--- config.mk ---
export PLATFORM = sky130hd
export DESIGN_NAME = seven_seg_scanner
export DESIGN_NICKNAME = d
export VERILOG_FILES = /design/src/rtl/seven_seg_scanner.sv
export SDC_FILE = /design/constraint.sdc
export NUM_CORES = 1
export LEC_CHECK = 0
export CAP_MARGIN = 5
export CELL_PAD_IN_SITES_DETAIL_PLACEMENT = 1
export CELL_PAD_IN_SITES_GLOBAL_PLACEMENT = 2
export CORE_UTILIZATION = 30
export CTS_CLUSTER_DIAMETER = 100
export DETAILED_ROUTE_END_ITERATION = 6
export GPL_TIMING_DRIVEN = 0
export PLACE_DENSITY = 0.77
export SYNTH_ARGS = -nofsm -noshare
export SYNTH_HDL_FRONTEND = slang
export SYNTH_SLANG_ARGS = --single-unit
--- constraint.sdc ---
create_clock -name clk -period 3.39 [get_ports clk]
set_input_delay 0.678 -clock clk [delete_from_list [all_inputs] [get_ports clk]]
set_output_delay 0.678 -clock clk [all_outputs]
set_load 0.02 [all_outputs]
--- src/rtl/seven_seg_scanner.sv ---
// Multiplexed seven-segment scanner: counter prescaler, per-digit slots, PWM dimming,
// leading-zero blanking and frame-synchronous shadow update with acknowledge.
module seven_seg_scanner #(
  parameter int unsigned NUM_DIGITS  = 4,
  parameter int unsigned REFRESH_DIV = 100000
) (
  input  logic                    clk,
  input  logic                    reset,
  input  logic [4*NUM_DIGITS-1:0] digits,
  input  logic [NUM_DIGITS-1:0]   dp_in,
  input  logic                    update,
  output logic                    update_ack,
  input  logic                    lz_en,
  input  logic [3:0]              brightness,
  input  logic                    enable,
  output logic [6:0]              seg,
  output logic                    dp,
  output logic [NUM_DIGITS-1:0]   an,
  output logic                    frame_done
);

  localparam int unsigned PRE_W  = $clog2(REFRESH_DIV);
  localparam int unsigned SLOT_W = (NUM_DIGITS > 1) ? $clog2(NUM_DIGITS) : 1;
  localparam logic [PRE_W-1:0]  PRE_LAST  = PRE_W'(REFRESH_DIV - 1);
  localparam logic [SLOT_W-1:0] SLOT_LAST = SLOT_W'(NUM_DIGITS - 1);

  logic [PRE_W-1:0]        presc_q, presc_d;
  logic [SLOT_W-1:0]       slot_q, slot_d;
  logic [3:0]              pwm_q, pwm_d;
  logic [4*NUM_DIGITS-1:0] pend_dig_q, pend_dig_d;
  logic [NUM_DIGITS-1:0]   pend_dp_q, pend_dp_d;
  logic                    pend_flag_q, pend_flag_d;
  logic [4*NUM_DIGITS-1:0] shd_dig_q, shd_dig_d;
  logic [NUM_DIGITS-1:0]   shd_dp_q, shd_dp_d;
  logic [NUM_DIGITS-1:0]   an_q, an_d;
  logic [6:0]              seg_q, seg_d;
  logic                    dp_q, dp_d;
  logic                    frame_done_q, frame_done_d;
  logic                    ack_q, ack_d;

  logic                    tick;
  logic                    wrap;
  logic [NUM_DIGITS-1:0]   blanked;
  logic                    all_zero;
  logic [3:0]              cur_nib;
  logic                    cur_dp;
  logic                    cur_blank;
  logic                    lit;

  function automatic logic [6:0] hex_to_seg(input logic [3:0] v);
    logic [6:0] s;
    case (v)
      4'h0:    s = 7'h40;
      4'h1:    s = 7'h79;
      4'h2:    s = 7'h24;
      4'h3:    s = 7'h30;
      4'h4:    s = 7'h19;
      4'h5:    s = 7'h12;
      4'h6:    s = 7'h02;
      4'h7:    s = 7'h78;
      4'h8:    s = 7'h00;
      4'h9:    s = 7'h10;
      4'hA:    s = 7'h08;
      4'hB:    s = 7'h03;
      4'hC:    s = 7'h46;
      4'hD:    s = 7'h21;
      4'hE:    s = 7'h06;
      default: s = 7'h0E;
    endcase
    return s;
  endfunction

  // Scan timing: prescaler, slot index and PWM phase all freeze while disabled.
  always_comb begin
    tick    = enable && (presc_q == PRE_LAST);
    wrap    = tick && (slot_q == SLOT_LAST);
    presc_d = presc_q;
    slot_d  = slot_q;
    pwm_d   = pwm_q;
    if (enable) begin
      pwm_d   = pwm_q + 4'd1;
      presc_d = tick ? '0 : presc_q + PRE_W'(1);
      if (tick) begin
        slot_d = wrap ? '0 : slot_q + SLOT_W'(1);
      end
    end
  end

  // A strobe coinciding with the wrap bypasses the pending register so it lands this frame.
  always_comb begin
    pend_dig_d   = pend_dig_q;
    pend_dp_d    = pend_dp_q;
    pend_flag_d  = pend_flag_q;
    shd_dig_d    = shd_dig_q;
    shd_dp_d     = shd_dp_q;
    ack_d        = 1'b0;
    frame_done_d = wrap;
    if (update) begin
      pend_dig_d  = digits;
      pend_dp_d   = dp_in;
      pend_flag_d = 1'b1;
    end
    if (wrap) begin
      pend_flag_d = 1'b0;
      if (update) begin
        shd_dig_d = digits;
        shd_dp_d  = dp_in;
        ack_d     = 1'b1;
      end else if (pend_flag_q) begin
        shd_dig_d = pend_dig_q;
        shd_dp_d  = pend_dp_q;
        ack_d     = 1'b1;
      end
    end
  end

  always_comb begin
    blanked  = '0;
    all_zero = 1'b1;
    for (int unsigned k = 0; k < NUM_DIGITS; k++) begin
      all_zero = all_zero && (shd_dig_q[4*(NUM_DIGITS-1-k) +: 4] == 4'h0);
      blanked[NUM_DIGITS-1-k] = all_zero;
    end
    blanked[0] = 1'b0;
  end

  always_comb begin
    cur_nib   = 4'h0;
    cur_dp    = 1'b0;
    cur_blank = 1'b0;
    for (int unsigned i = 0; i < NUM_DIGITS; i++) begin
      if (SLOT_W'(i) == slot_q) begin
        cur_nib   = shd_dig_q[4*i +: 4];
        cur_dp    = shd_dp_q[i];
        cur_blank = blanked[i];
      end
    end
  end

  always_comb begin
    lit   = enable && (pwm_q <= brightness) && !(lz_en && cur_blank);
    an_d  = '1;
    seg_d = 7'h7F;
    dp_d  = 1'b1;
    if (lit) begin
      for (int unsigned i = 0; i < NUM_DIGITS; i++) begin
        if (SLOT_W'(i) == slot_q) begin
          an_d[i] = 1'b0;
        end
      end
      seg_d = hex_to_seg(cur_nib);
      dp_d  = ~cur_dp;
    end
  end

  always_ff @(posedge clk or posedge reset) begin
    if (reset) begin
      presc_q      <= '0;
      slot_q       <= '0;
      pwm_q        <= '0;
      pend_dig_q   <= '0;
      pend_dp_q    <= '0;
      pend_flag_q  <= 1'b0;
      shd_dig_q    <= '0;
      shd_dp_q     <= '0;
      an_q         <= '1;
      seg_q        <= 7'h7F;
      dp_q         <= 1'b1;
      frame_done_q <= 1'b0;
      ack_q        <= 1'b0;
    end else begin
      presc_q      <= presc_d;
      slot_q       <= slot_d;
      pwm_q        <= pwm_d;
      pend_dig_q   <= pend_dig_d;
      pend_dp_q    <= pend_dp_d;
      pend_flag_q  <= pend_flag_d;
      shd_dig_q    <= shd_dig_d;
      shd_dp_q     <= shd_dp_d;
      an_q         <= an_d;
      seg_q        <= seg_d;
      dp_q         <= dp_d;
      frame_done_q <= frame_done_d;
      ack_q        <= ack_d;
    end
  end

  assign an         = an_q;
  assign seg        = seg_q;
  assign dp         = dp_q;
  assign frame_done = frame_done_q;
  assign update_ack = ack_q;

endmodule

# Word level (Yosys, flattened, before mapping)
# Memory sizes are Yosys's and may differ from the RTL's.
# Cells that the tools add are included.
# op_classes
add_sub_neg	3
n_lt_le_gt_ge	1
eq_ne	5
muxes	29
bitwise_logic	1
n_reduce_logical	16
# ops
op	n
$mux 16	2
$mux 4	7
$add 17x1->17 const B	1
$eq 17x17->1 const B	1
$mux 1	17
$mux 17	1
$logic_not 4->1	3
$logic_and 1x1->1	7
$mux 7	1
$add 4x1->4 const B	1
$eq 2x2->1 const A	2
$le 4x4->1	1
$reduce_and 2->1	2
$reduce_bool 2->1	2
$add 2x1->2 const B	1
$eq 1x2->1 const A	1
$eq 2x2->1 const B	1
$logic_not 2->1	1
$mux 2	1
$logic_not 1->1	1
$not 1->1	1
# totals
reg_bits	78
romBits	112
output_inout_bits	14
memories	1
# memory_table
name	depth	width	read_ports	rd_clocked_by_memory_dff	write_ports	line	source
(name not given)	16	7	1	0	0	52	case (v)

# Depth between registers and ports, before layout
# Gate-level depths: netlist of the first run.
# logic_depth
word_depth	10
ltp_mapped	10
depth_no_buf	9

# Worst setup path before layout of the first run
# OpenSTA, ideal clock, no wires.
# synth_timing
path_kind	register -> register
from	reg slot_q[0]
to	reg seg_q[3] (netlist: seg[3])
setup_ns	0.079
arrival_ns	2.311
path_slack_ns	1.001
stages_incl_launch_ff	10
path_cell_list	dfrtp_1 ha_1 buf_2 buf_2 a221oi_1 inv_1 ha_1 nor2_1 a211oi_1 o21ai_0
# synth_via
elab_chain_len	8
word_cells_on_any_way	16
cone_classes	eq/ne: 3; mux: 8; reduce/logical: 4; memory: 1
# synth_rtl
element	line	source
start: declaration	28	logic [SLOT_W-1:0] slot_q, slot_d;
start signal: assignment	173	slot_q <= slot_d;
parallel branches: the longest is 7 deep, another holds $mem_v2 16x7	--	
$mux 7 *	145	if (lit) begin
named net seg_d[3]	36	logic [6:0] seg_q, seg_d;
end signal: assignment	181	seg_q <= seg_d;
end: declaration	36	
# Mark *: on every way through the listed nets, which the timed path passes.
# A chain may end at the register's enable or synchronous reset.

# Worst setup path after layout of the first run
# Same ends and word-level chain as after synthesis.

==> impl_metrics.csv, run 1 <==
group,metric,value,unit
setup_path,r2r_slack,0.46,ns
status,outcome,"complete, but fails checks",
clocking,cts_buffers,9,
timing,period_needed,2.93,ns
place,place.gp.congestion,0.766,
floorplan,coreArea,11600,um2
synthesis,synth_xor_area_share,3.87,%
synthesis,synth-simple-area-share,12.9,%
timing,finalMaxSlewViolations,0,
clocking,clkSlewWorstSetupHoldPaths,0.06,ns
floorplan,die_area,12500,um2
detailed_routing,antenna_left,0,
run,maxCapViolations,0,
final_layout,antenna_cells,0,
detailed_routing,drt-initial-drc-count,71,
setup_path,r2r_cells,10,
clocking,ctsResizeCount,0,
timing,fmax,341,MHz
floorplan,die_h,112,um
clocking,cts_setup_buffers,0,
timing,hold_violations,0,
synthesis,synthAdderAreaFrac,5.52,%
pwr,p_per_area,552,nW/um2
clocking,clkLatencyLatePin,0.34,ns
pwr,ir_drop,0.250,mV
synthesis,synth-seq-area-share,54.3,%
synthesis,syn_area,3620,um2
worst_hold_path,holdCritPathClass,"reg -> reg",
timing,fin_crit_sh,86.5,%
setup_path,end_kind,"register",
global_routing,grt_max_degree,54,
clocking,cts.htree.levels,3,
detailed_routing,drt-pass1-iter-count,6,
setup_path,startpoint,"slot_q[0]$_DFFE_PP0P_",
synthesis,synth_edf_count,0,
place,portBuffers,42,
global_routing,grt_pass1_vias,2775,
detailed_routing,drcViolationCount,5,
floorplan,core.rowCount,39,
synthesis,ys.flop_type,"dfrtp_1",
global_routing,antenna_found_initial,0,
clocking,clockBufferDepth,2,
clocking,cts_sinks,78,
final_layout,design_area,4570,um2
detailed_routing,viasPerCell,4.88,
final_layout,final_util,39.4,%
synthesis,avgSynthCellArea,12.0,um2
timing,worst_slew_pin_slew,0.898,ns
setup_path,crit_required,3.65,ns
final_layout,final_nets,400,
synthesis,syn_nets,346,
setup_path,cp_max_fo,10,
synthesis,synth_compound_area_share,6.94,%
synthesis,synth_top_family_by_area,"multiplexers",
synthesis,syn_inst,301,
detailed_routing,vias,2454,
global_routing,grt_remaining_overflow,0,
pwr,p_leak,2.02,nW
setup_path,critPathKind,"reg -> reg",
synthesis,yosys_warnings,0,
detailed_routing,wire_per_inst,15.3,um
place,hpwlAfterDp,5.70,mm
timing,rsz0062_at_grt,"false",
global_routing,grt_pass1_wl,13.9,mm
setup_path,crit_end,"seg[3]$_DFF_PP1_",
setup_path,rr_endpoint,"seg[3]$_DFF_PP1_",
worst_hold_path,worstHoldStart,"pwm_q[3]$_DFFE_PP0P_",
clocking,cts_tree,"done",
status,violations,"DRC",
final_layout,drive_gt1_share,17.8,%
clocking,clockRootBuffer,"clkbuf_16",
synthesis,synthArstFlopShare,100,%
synthesis,yosys.cell_types.count,41,
global_routing,grt_use_total,14.3,%
timing,setup_violations,0,
floorplan,ioPinCount,43,
clocking,hold_buffers,0,
setup_path,cp-start-kind,"register",
timing,slew_headroom,40.1,%
synthesis,synthMuxAreaShare,13.1,%
setup_path,r2r_start,"slot_q[0]$_DFFE_PP0P_",
detailed_routing,drt-total-wl,7.72,mm
floorplan,start_util,31.2,%
synthesis,ys_ff_latch,78,
place,dpl_cell_area,4250,um2
setup_path,crit_arrival,3.19,ns
final_layout,syn2layout_area_growth,26.2,%
floorplan,die_w,112,um
timing,finClkSkew,0.00678,ns
-- state kept, by name, summed over array words and instances, names as in the netlist --
| name | flops |
|---|---|
| presc_q | 17 |
| pwm_q | 4 |
| frame_done | 1 |
| pend_dp_q | 4 |
| an | 4 |
| dp | 1 |
| shd_dig_q | 16 |
| slot_q | 2 |
| update_ack | 1 |
| pend_flag_q | 1 |
| seg | 7 |
| shd_dp_q | 4 |
| pend_dig_q | 16 |
-- critical path, cell delays in order (launching register included) --
cell and delay (ns):
dfrtp_1 0.39, ha_1 0.21, buf_2 0.23, buf_2 0.26
nor3b_1 0.08, a221oi_1 0.72, inv_1 0.21, ha_1 0.37
nor2_1 0.14, a211oi_1 0.06, o21ai_0 0.19
-- placed cells by master (no fill, tap or decap), types with 9 or more instances in the layout --
cell type / netlist / final
clkdlybuf4s50_1: 0 / 42
mux2_1: 19 / 19
inv_1: 15 / 14
ha_1: 16 / 16
mux2_2: 23 / 23
nand2_1: 22 / 22
xnor2_1: 9 / 9
nor2_1: 20 / 20
clkbuf_16: 0 / 9
dfstp_2: 12 / 12
dfrtp_1: 66 / 66
nand3_1: 11 / 11
-- stage by stage --
stage	cells	hold WS [ns]	setup TNS, ns	power [W]	setup slack [ns]
floorplan	301	0.443	0	0.00137	0.737
global placement	486	0.461	-36.04	0.00150	-0.553
detailed placement	487	0.474	0	0.00154	0.461
CTS	503	0.485	0	0.00257	0.474
global route	503	0.515	0	0.00267	0.155
finish	503	0.482	0	0.00253	0.458
-- cell type report --
cell class	count	area, um2
multi-input cells	196	1530
plain buffers	12	67.6
clock inverters	2	37.5
clock buffers	14	284
flip-flops and latches	78	1970
well taps	143	179
repair buffers	43	448
fillers	1280	7040
inverters	15	58.8
-- how the worst min path moves through the flow --
stage,cells after the start,slack [ns],end
after global placement,2,0.46,pend_flag_q$_DFFE_PP0P_
final,1,0.48,pwm_q[3]$_DFFE_PP0P_
after CTS,1,0.49,pwm_q[3]$_DFFE_PP0P_
after floorplan,2,0.44,pend_flag_q$_DFFE_PP0P_
after detailed placement,1,0.47,pwm_q[3]$_DFFE_PP0P_
after global routing,1,0.52,shd_dp_q[3]$_DFFE_PP0P_
-- cells in the mapped netlist (7+ instances only) --
cell	number	area share [%]
mux2_1	19	5.9
dfrtp_1	66	46
ha_1	16	5.5
nor2_1	20	2.1
dfstp_2	12	8.7
inv_1	15	1.6
nand3_1	11	1.5
xnor2_1	9	2.2
a211oi_1	7	1.5
mux2_2	23	7.1
o21ai_0	7	0.97
xor2_1	7	1.7
nand2_1	22	2.3
nand3b_1	7	1.5
-- layer usage --
metal  vias up  share of wire [%]  track usage, %
met5         -                  0               0
met2        36                 50            24.0
met3        11                3.8            3.43
met1      1234                 45            17.7
li1       1173                  -               -
met4         0                1.7            5.68
-- logic make-up after synthesis --
kind of cell             Yosys count
AO/OA/AOI/OAI                     35
XOR/XNOR                          16
adder cells (fa/ha/maj)           16
buffers and inverters             27
flip-flops                        78
multiplexers                      42
AND/OR/NAND/NOR                   87
-- power by group --
part / internal, W / switching [W] / leakage, nW
Combinational: 0.000191 / 0.000185 / 0.893
Clock: 0.000651 / 0.000366 / 0.155
Sequential: 0.00105 / 0.0000793 / 0.968
(Power assumes the default switching activity.)
==> run 2, diff against run 1 <==
--- a/config.mk
+++ b/config.mk
@@ -8,11 +8,12 @@
 export CAP_MARGIN = 5
 export CELL_PAD_IN_SITES_DETAIL_PLACEMENT = 1
 export CELL_PAD_IN_SITES_GLOBAL_PLACEMENT = 2
-export CORE_UTILIZATION = 30
+export CORE_UTILIZATION = 37
 export CTS_CLUSTER_DIAMETER = 100
+export CTS_CLUSTER_SIZE = 12
 export DETAILED_ROUTE_END_ITERATION = 6
 export GPL_TIMING_DRIVEN = 0
-export PLACE_DENSITY = 0.77
+export PLACE_DENSITY = 0.89
 export SYNTH_ARGS = -nofsm -noshare
 export SYNTH_HDL_FRONTEND = slang
 export SYNTH_SLANG_ARGS = --single-unit
==> impl_metrics.csv, run 2 (synthesis gave the netlist of run 1 again) <==
group,metric,value,unit
setup_path,crit_end,"seg[3]$_DFF_PP1_",
clocking,cts_buffers,9,
detailed_routing,viasPerCell,5.03,
setup_path,max_stage_delay,0.72,ns
global_routing,grt_use_total,17.2,%
setup_path,crit_arrival,3.21,ns
global_routing,grt_pass1_vias,2703,
final_layout,final_util,48.1,%
clocking,clockBufferDepth,2,
floorplan,die_area,10200,um2
status,outcome,"complete, no violations",
timing,finClkSkew,0.0116,ns
timing,finalSetupTns,0,ns
worst_hold_path,holdCritPathClass,"reg -> reg",
setup_path,end_kind,"register",
final_layout,largest-register,"presc_q",
floorplan,coreArea,9370,um2
final_layout,final_common_cell,"dfrtp_1",
clocking,cts_setup_buffers,0,
final_layout,antenna_cells,0,
timing,finalMaxSlewViolations,0,
setup_path,cp-start-kind,"register",
detailed_routing,drt-total-wl,7.68,mm
pwr,power,0.00243,W
run,maxCapViolations,0,
place,hpwlAfterDp,5.55,mm
setup_path,crit_chain,"ha_1 > buf_2 > buf_2 > nor3b_1 > a221oi_1 > inv_1 > ha_1 > nor2_1 > a211oi_1 > o21ai_0",
clocking,cts_sinks,78,
floorplan,ioPinCount,43,
clocking,clkSlewWorstSetupHoldPaths,0.08,ns
setup_path,rr_endpoint,"seg[3]$_DFF_PP1_",
detailed_routing,vias,2462,
final_layout,reg_top3,"presc_q (17), pend_dig_q (16), shd_dig_q (16)",
timing,hold_violations,0,
floorplan,die_h,101,um
setup_path,startpoint,"slot_q[0]$_DFFE_PP0P_",
setup_path,critPathKind,"reg -> reg",
timing,worst_slew_pin_slew,0.902,ns
detailed_routing,drt-initial-drc-count,74,
setup_path,crit_required,3.66,ns
final_layout,design_area,4500,um2
pwr,ir_drop,0.266,mV
floorplan,core.rowCount,35,
final_layout,mostFrequentLayoutCells,"dfrtp_1 (66), clkdlybuf4s50_1 (42), mux2_2 (23)",
global_routing,antenna_found_initial,0,
clocking,clkLatencyLatePin,0.35,ns
final_layout,largest_register_ffs,17,
setup_path,r2r_slack,0.45,ns
final_layout,final_nets,400,
place,place.gp.congestion,0.783,
timing,hold_ws,0.480,ns
setup_path,r2r_start,"slot_q[0]$_DFFE_PP0P_",
global_routing,grt_max_degree,65,
clocking,ctsResizeCount,0,
timing,slew_headroom,39.9,%
place,dpl_cell_area,4240,um2
floorplan,start_util,38.7,%
clocking,cts_tree,"done",
global_routing,grt_remaining_overflow,0,
clocking,cts.htree.levels,3,
timing,fmax,341,MHz
clocking,clockRootBuffer,"clkbuf_8",
pwr,p_leak,1.99,nW
timing,fin_crit_sh,86.6,%
setup_path,r2r_cells,10,
floorplan,die_w,101,um
pwr,p_per_area,540,nW/um2
detailed_routing,wire_per_inst,15.7,um
timing,rsz0062_at_grt,"false",
place,portBuffers,42,
timing,period_needed,2.94,ns
setup_path,cp_max_fo,10,
setup_path,crit_slowest_cell,"a221oi_1",
detailed_routing,antenna_left,0,
final_layout,drive_gt1_share,18.1,%
global_routing,grt_pass1_wl,13.4,mm
detailed_routing,drt-pass1-iter-count,4,
detailed_routing,drcViolationCount,0,
clocking,hold_buffers,0,
timing,setup_violations,0,
final_layout,syn2layout_area_growth,24.3,%
run 2: layout make-up:
| type | count | area, um2 |
|---|---|---|
| sequential | 78 | 1970 |
| clock buffer | 9 | 124 |
| fill | 1026 | 4870 |
| timing repair buffer | 43 | 448 |
| multi-input combinational | 196 | 1530 |
| tap | 129 | 161 |
| inverter | 15 | 58.8 |
| clock inverter | 7 | 145 |
| buffer | 12 | 67.6 |
run 2: worst min-delay path by stage:
stage          slack, ns                       end  depth (start not counted)                      from
2_1_floorplan       0.44   pend_flag_q$_DFFE_PP0P_                          2   pend_flag_q$_DFFE_PP0P_
3_3_place_gp        0.46   pend_flag_q$_DFFE_PP0P_                          2   pend_flag_q$_DFFE_PP0P_
3_5_place_dp        0.47   pend_flag_q$_DFFE_PP0P_                          2   pend_flag_q$_DFFE_PP0P_
4_1_cts             0.49   pend_flag_q$_DFFE_PP0P_                          2   pend_flag_q$_DFFE_PP0P_
5_1_grt             0.51  shd_dig_q[3]$_DFFE_PP0P_                          1  shd_dig_q[3]$_DFFE_PP0P_
6_report            0.48   pend_flag_q$_DFFE_PP0P_                          2   pend_flag_q$_DFFE_PP0P_
run 2: per-stage QoR:
step	worst slack (ns)	instances
floorplan	0.737	301
global placement	-0.500	472
detailed placement	0.465	473
CTS	0.418	489
global route	0.122	489
finish	0.453	489
run 2: worst max-delay path: cells and delay by family (launching register included):
| family | cells | cell delay, ns |
|---|---|---|
| flops | 1 | 0.40 |
| fa+ha+maj | 2 | 0.58 |
| simple gates | 2 | 0.12 |
| buf+inv | 3 | 0.72 |
| compound gates | 3 | 1.04 |
run 2: power by group:
group | internal, W | switching (W)
registers | 0.00105 | 0.0000819
clock network | 0.000567 | 0.000358
logic | 0.000191 | 0.000182
run 2: metal layers:
layer,routed length [um],vias to the layer above,global-route usage [%]
met5,0,-,0
met4,120,0,6.35
met3,249,11,3.74
met2,4010,39,31.0
met1,3300,1247,20.1
li1,-,1165,-
==> run 3, diff against run 2 <==
--- a/config.mk
+++ b/config.mk
@@ -6,9 +6,10 @@
 export NUM_CORES = 1
 export LEC_CHECK = 0
 export CAP_MARGIN = 5
-export CELL_PAD_IN_SITES_DETAIL_PLACEMENT = 1
+export CELL_PAD_IN_SITES_DETAIL_PLACEMENT = 0
 export CELL_PAD_IN_SITES_GLOBAL_PLACEMENT = 2
 export CORE_UTILIZATION = 37
+export CTS_BUF_LIST = sky130_fd_sc_hd__clkbuf_16
 export CTS_CLUSTER_DIAMETER = 100
 export CTS_CLUSTER_SIZE = 12
 export DETAILED_ROUTE_END_ITERATION = 6
==> impl_metrics.csv, run 3 (synthesis gave the netlist of run 1 again) <==
group,metric,value,unit
final_layout,drive_gt1_share,17.8,%
timing,setup_violations,0,
place,hpwlAfterDp,4.95,mm
final_layout,largest_register_ffs,17,
place,dpl_cell_area,4240,um2
clocking,clkLatencyLatePin,0.33,ns
global_routing,grt_use_total,15.2,%
detailed_routing,vias,2403,
final_layout,antenna_cells,0,
clocking,cts_tree,"done",
global_routing,grt_pass1_wl,11.8,mm
timing,setup_ws,0.443,ns
clocking,cts.htree.levels,3,
clocking,cts_setup_buffers,0,
setup_path,critPathKind,"reg -> reg",
detailed_routing,drt-total-wl,6.84,mm
global_routing,grt_pass1_vias,2461,
final_layout,design_area,4560,um2
final_layout,regArea,1970,um2
setup_path,crit_slowest_cell,"a221oi_1",
setup_path,cp-start-kind,"register",
final_layout,reg_top3,"presc_q (17), pend_dig_q (16), shd_dig_q (16)",
setup_path,max_stage_delay,0.75,ns
final_layout,final_nets,400,
detailed_routing,wire_per_inst,14.0,um
timing,slew_headroom,37.2,%
floorplan,die_area,10200,um2
clocking,cts_sinks,78,
place,pre_cts_slack,0.475,ns
detailed_routing,antenna_left,0,
detailed_routing,drcViolationCount,0,
timing,rsz0062_at_grt,"false",
floorplan,ioPinCount,43,
clocking,hold_buffers,0,
clocking,ctsResizeCount,0,
setup_path,r2r_slack,0.44,ns
pwr,p_leak,2.01,nW
final_layout,final_util,48.6,%
setup_path,crit_chain,"ha_1 > buf_2 > buf_2 > nor3b_1 > a221oi_1 > inv_1 > ha_1 > o311ai_0",
timing,fin_crit_sh,86.9,%
timing,finalMaxSlewViolations,0,
timing,worst_slew_pin_slew,0.942,ns
detailed_routing,drt-initial-drc-count,48,
place,portBuffers,42,
floorplan,die_w,101,um
clocking,clockBufferDepth,2,
timing,finClkSkew,0.00735,ns
setup_path,crit_arrival,3.16,ns
worst_hold_path,holdCritPathClass,"reg -> reg",
floorplan,die_h,101,um
clocking,clockRootBuffer,"clkbuf_16",
detailed_routing,viasPerCell,4.91,
setup_path,crit_required,3.61,ns
setup_path,end_kind,"register",
floorplan,coreArea,9370,um2
final_layout,final_common_cell,"dfrtp_1",
global_routing,grt_max_degree,65,
global_routing,antenna_found_initial,0,
timing,hold_violations,0,
final_layout,mostFrequentLayoutCells,"dfrtp_1 (66), clkdlybuf4s50_1 (42), mux2_2 (23)",
final_layout,multiInputGateArea,1530,um2
global_routing,grt_remaining_overflow,0,
final_layout,fill_cells,887,
run,maxCapViolations,0,
place,place.gp.congestion,0.783,
clocking,cts_buffers,9,
detailed_routing,drt-pass1-iter-count,4,
timing,fmax,339,MHz
floorplan,core.rowCount,35,
final_layout,largest-register,"presc_q",
floorplan,start_util,38.7,%
setup_path,cp_max_fo,10,
status,outcome,"complete, no violations",
timing,period_needed,2.95,ns
pwr,ir_drop,0.365,mV
pwr,p_per_area,553,nW/um2
final_layout,syn2layout_area_growth,25.8,%
clocking,clkSlewWorstSetupHoldPaths,0.06,ns
-- run 3: changes by cell type in the layout (fill, tap and decap cells not counted), sizes merged --
cell | before | now
clkinv | 1 | 3
bufinv | 4 | 2
-- run 3: critical path, delay by kind of cell, from the launching register on --
kind | cells | cell delay (ns)
AND/OR/NAND/NOR | 1 | 0.07
AO/OA/AOI/OAI | 2 | 1.13
buffers and inverters | 3 | 0.70
adder cells (fa/ha/maj) | 2 | 0.53
flip-flops | 1 | 0.39
-- run 3: worst paths after layout --
path	endpoint	cells after the start	from
setup reg to reg	seg[2]$_DFF_PP1_	8	slot_q[0]$_DFFE_PP0P_
max in group asynchronous	seg[2]$_DFF_PP1_	3	reset
setup / recovery	seg[2]$_DFF_PP1_	8	slot_q[0]$_DFFE_PP0P_
hold reg to reg	pend_flag_q$_DFFE_PP0P_	2	pend_flag_q$_DFFE_PP0P_
hold / removal	pend_flag_q$_DFFE_PP0P_	2	pend_flag_q$_DFFE_PP0P_
min in group asynchronous	presc_q[2]$_DFFE_PP0P_	2	reset
-- run 3: routing by layer --
layer	GRT usage, %	wire length, um	up-vias
met5	0	0	-
met4	6.69	104	0
met3	3.68	305	12
met2	25.3	3350	48
met1	18.9	3080	1173
li1	-	-	1170
-- run 3: per-stage QoR --
step           power, W  std cells  hold WS [ns]  TNS [ns]
6_report        0.00252        489         0.473         0
5_1_grt         0.00265        489         0.491         0
4_1_cts         0.00255        489         0.477         0
3_5_place_dp    0.00152        473         0.466         0
3_3_place_gp    0.00150        472         0.460    -32.59
2_1_floorplan   0.00137        301         0.443         0
-- run 3: final cells by class --
class | instances | share of cell area (%)
Sequential cell | 78 | 43.2
Multi-Input combinational cell | 196 | 33.6
Timing Repair Buffer | 43 | 9.83
Clock buffer | 9 | 4.94
Tap cell | 129 | 3.54
Clock inverter | 7 | 2.14
Buffer | 12 | 1.48
Inverter | 15 | 1.29
-- run 3: power breakdown --
group	internal, W	switching [W]	leakage, nW	total, W
sequential	0.00105	0.0000760	0.968	0.00113
combinational	0.000189	0.000175	0.893	0.000364
clock	0.000647	0.000381	0.154	0.00103
total	0.00189	0.000632	2.01	0.00252
==> variant 1 (settings of run 2) <==
Put one more register stage on the output `an`, cleared by the reset. The value now appears one clock later. The other outputs are not delayed to match.
--- a/src/rtl/seven_seg_scanner.sv
+++ b/src/rtl/seven_seg_scanner.sv
@@ -187,3 +187,9 @@
 
-  assign an         = an_q;
+  always_ff @(posedge clk or posedge reset) begin
+    if (reset) begin
+      an <= '0;
+    end else begin
+      an <= an_q;
+    end
+  end
   assign seg        = seg_q;
Check against the original RTL: not equivalent (a bounded check fails within 4 cycles, from zero or initial values and one cycle with reset high).
==> variant 1 against run 2 <==
- cell area up 2.7%
- fmax up 5.4%
- sequential cell count up 4
- utilization down 1.2 points
- total power down 6.1%
- worst setup slack better by 0.15 ns
- area after synthesis up 4.8%
- sequential share of layout area up 1.0 points
- wire length up 0.57%
- largest power group unchanged
==> variant 1: results (changes against run 2) <==
status completed; drt total wl 7721 µm (+0.57%); reg2reg path depth 8 (-2); clk_skew 0.009280 ns (-0.002312 ns); R2R Path Start slot_q[1]; Slowest-stage cell, CP a221oi_2; Post-synth top cells dfrtp_1, nor2_1, mux2_2, nand2_1, mux2_4; fraction of layout cells with a size suffix above 1 22.62% (+4.6 points); routed via count 2489 (+1.1%); Worst Hold Launch an_q[1]; DRT iter0 DRCs 45 (-39%); worst vdd ir 0.2355 mV (-11%); Syn Nets 353 (+2.0%); flop2flop setup slack 0.60 ns (+0.15 ns); first-pass GRT wire length 13360 µm (-0.46%); post-DR wirelength/cell 15.44 µm (-1.6%); cell area after placement 0.004413 mm² (+4.2%); fin crit share 82.17% (-4.5 points); Leakage 0.002055 µW (+3.2%); syn_area_per_cell 12.33 µm² (+2.4%); dpl ws 0.2615 ns (-0.2036 ns); Worst EP arrival 3.02 ns (-0.19 ns); Synth cell types 39 (-4.9%); worst relative slew slack 58.32% (+18 points); Max stage delay on crit path 0.56 ns (-0.16 ns); placed insts 484 (+2.3%); Psw 639.0 µW (+2.7%); register area share after synthesis 54.45% (+0.17 points); vias in the first global route 2731 (+1.0%); Layout Nets 407 (+1.8%); GRT Util Overall 16.56% (-0.67 points); gpl congestion 0.7656 (-2.2%); Post-DP HPWL 5613 µm (+1.1%); worst hold stages 0 (-2)
variant 1: final cells by class:
| type | count | area (µm²) |
|---|---|---|
| fillers | 1018 | 5238 |
| flip-flops and latches | 82 | 2067 |
| multi-input cells | 197 | 1605 |
| repair buffers | 43 | 447.9 |
| well taps | 133 | 166.4 |
| clock buffers | 9 | 123.9 |
| clock inverters | 7 | 83.83 |
| plain buffers | 12 | 66.31 |
| inverters | 17 | 66.31 |
variant 1: cells by family (layout without fill, tap and decap cells):
group	Yosys count	after routing	synth area share (%)
AOI/OAI and AO/OA	33	33	6.361
xor gates and xnor gates	18	18	4.153
and+or+nand+nor	88	88	12.00
adders and majority gates	16	16	5.274
buffers and inverters	29	88	3.428
DFF	82	82	54.45
muxes	42	42	14.34
variant 1: power by group through the flow:
stage | Combinational, µW | Sequential [µW] | Clock (µW)
after CTS | 373 | 1190 | 755
after floorplan | 211 | 1210 | 0
final | 364 | 1180 | 736
after global routing | 412 | 1200 | 789
after detailed placement | 373 | 1200 | 0
after global placement | 349 | 1200 | 0
variant 1: per-layer routing:
layer	track usage [%]	vias up	part of all wire (%)
met2	29.95	36	52
li1	-	1178	-
met5	0	-	0
met4	3.250	0	0.91
met3	4.301	9	3.0
met1	19.96	1266	44
variant 1: final timing paths:
check | end
max | seg[2]
min | an[1]
max reg2reg | seg[2]
min reg2reg | an[1]
max in group asynchronous | seg[0]
min in group asynchronous | pwm_q[2]
variant 1: timing repair:
action,in CTS,in global routing
buffers inserted,0,0
resized for setup,0,1
endpoints found under the setup margin,0,1
variant 1: stage by stage:
stage | utilization (%) | hold slack, ns
floorplan | - | 0.3793
global placement | 44.43 | 0.3805
detailed placement | 44.74 | 0.3812
CTS | 46.84 | 0.3890
global route | 46.91 | 0.3896
finish | 46.91 | 0.3925
variant 1: worst max-delay path: cells and delay by family, from the launching register on:
kind,cells,cell delay [ns]
DFF,1,0.41
adders and majority gates,2,0.51
buffers and inverters,3,0.64
AOI/OAI and AO/OA,3,1.12
==> variant 2 (settings of run 2) <==
Without the edit above. The parameter `REFRESH_DIV` goes from 100000 to 50000.
--- a/src/rtl/seven_seg_scanner.sv
+++ b/src/rtl/seven_seg_scanner.sv
@@ -4,3 +4,3 @@
   parameter int unsigned NUM_DIGITS  = 4,
-  parameter int unsigned REFRESH_DIV = 100000
+  parameter int unsigned REFRESH_DIV = 50000
 ) (
Check against the original RTL: same outputs for any inputs over 10 cycles, from zero or initial values and one cycle with reset high; that may be too few to reach the edited logic, so the function may still have changed.
==> variant 2 against run 2 <==
- global-route usage decreased by 0.28 points
- wire length unchanged
- cell area shrank 0.64%
- utilization is 0.083 points lower
- combinational power is 8.8% higher
- worst setup slack better by 0.25 ns
- worst hold slack improved by 0.0052 ns
- via count shrank 0.65%
- sequential cell count decreased by 1
- total power barely moved
- area after synthesis fell by 0.52%
==> variant 2: results (changes against run 2) <==
status completed; Ant. Diodes 0 (unchanged); biggest regs pend_dig_q: 16 flops, presc_q: 16 flops, shd_dig_q: 16 flops; first-pass GRT wire length 13050 µm (-2.8%); HP Class register to register; largest net degree at the start of global routing 74 (+14%); DRT iter0 DRCs 62 (-16%); Leakage 0.002006 µW (+0.79%); ys async rst share 100.0% (unchanged); Final ANT Viol Nets 0 (unchanged); Post-synth top cells dfrtp_1, mux2_2, inv_1, nand2_1, ha_1; routed via count 2446 (-0.65%); Post-DP HPWL 5449 µm (-1.9%); fin cells 495 (+1.2%); gpl congestion 0.8659 (+11%); Post-Synth XOR/XNOR Area 3.645% (-0.22 points); Clock Path Buffers 2 (unchanged); Synth Area in Adders 5.554% (+0.029 points); multiplexer share of the synthesized area 12.88% (-0.18 points); drt total wl 7677 µm (unchanged); Synth cell types 42 (+2.4%); Worst-path clk slew 0.08 ns (about the same); Syn Nets 352 (+1.7%); worst vdd ir 0.2480 mV (-6.6%); flop2flop setup slack 0.70 ns (+0.25 ns); IO buf count 42 (unchanged); Layout Nets 406 (+1.5%); post-CTS setup buffers 0 (unchanged); Root Driver clkbuf_8; GRT Util Overall 16.95% (-0.28 points); vias in the first global route 2715 (+0.44%); clk_skew 0.01147 ns (-0.0001253 ns); worst relative slew slack 53.07% (+13 points); hold_ws 0.4855 ns (+0.005170 ns); top post-synthesis cells by area dfrtp_1, dfstp_2, mux2_2, ha_1, mux2_4; initial antenna violation count 0 (unchanged); placed insts 479 (+1.3%); Worst-Skew Late Latency 0.36 ns; register area share after synthesis 53.87% (-0.41 points); post-synthesis compound-gate area fraction 8.053% (+1.1 points); Syn. warnings 0 (unchanged); CTS Buf Count 9 (unchanged); H-Tree Depth 3 (unchanged); Worst EP arrival 2.94 ns (-0.27 ns); fraction of layout cells with a size suffix above 1 21.31% (+3.3 points); dpl ws 0.5104 ns (+0.04536 ns); post-cts resize count 0 (unchanged); Worst Path Max Fanout 10 (unchanged); Post-Syn Instances 307 (+2.0%); first-pass iteration count of the detailed router 4 (unchanged)
-- variant 2: logic make-up after synthesis --
| family | Yosys count |
|---|---|
| adder cells (fa/ha/maj) | 16 |
| multiplexers | 38 |
| AND/OR/NAND/NOR | 80 |
| buffers and inverters | 35 |
| AO/OA/AOI/OAI | 46 |
| flip-flops | 77 |
| XOR/XNOR | 15 |
-- variant 2: path summary, 6_finish.rpt --
kind / from / to / depth (start not counted)
min in group asynchronous: reset / pwm_q[2] / 2
min: pwm_q[3] / pwm_q[3] / 1
max reg2reg: slot_q[0] / seg[1] / 9
min reg2reg: pwm_q[3] / pwm_q[3] / 1
max in group asynchronous: reset / dp / 3
max: slot_q[0] / seg[1] / 9
-- variant 2: per-stage QoR --
step / utilization, % / instance area (µm²) / setup TNS (ns)
after CTS: 47.98 / 4476 / 0
after global placement: 44.88 / 4187 / -25.56
after detailed placement: 45.20 / 4217 / 0
after global routing: 47.98 / 4476 / 0
after floorplan: - / 3605 / 0
final: 47.98 / 4476 / 0
-- variant 2: cell type report --
class / count / area [µm²]
clock inverters: 3 / 90.09
multi-input cells: 195 / 1509
plain buffers: 13 / 71.32
repair buffers: 43 / 447.9
clock buffers: 13 / 168.9
inverters: 22 / 85.08
fillers: 1001 / 4852
well taps: 129 / 161.4
flip-flops and latches: 77 / 1942
-- variant 2: per-layer routing --
metal | track usage (%) | share of wire (%) | vias up | wire (µm)
li1 | - | - | 1183 | -
met1 | 20.46 | 45 | 1216 | 3427
met2 | 29.08 | 51 | 34 | 3886
met3 | 3.329 | 2.7 | 13 | 207
met4 | 8.138 | 2.0 | 0 | 155
met5 | 0 | 0 | - | 0
-- variant 2: where the power goes --
part	switching [µW]	internal, µW	total [µW]
sequential	82.7	1050	1130
combinational	200	207	406
clock	339	550	889
-- variant 2: critical path: stages, from the launching register on --
cell,delay [ns]
dfrtp_1,0.41
ha_1,0.16
buf_2,0.19
buf_2,0.26
nor3b_1,0.08
a221oi_1,0.54
inv_1,0.23
ha_1,0.35
o21ai_0,0.19
o221ai_1,0.17
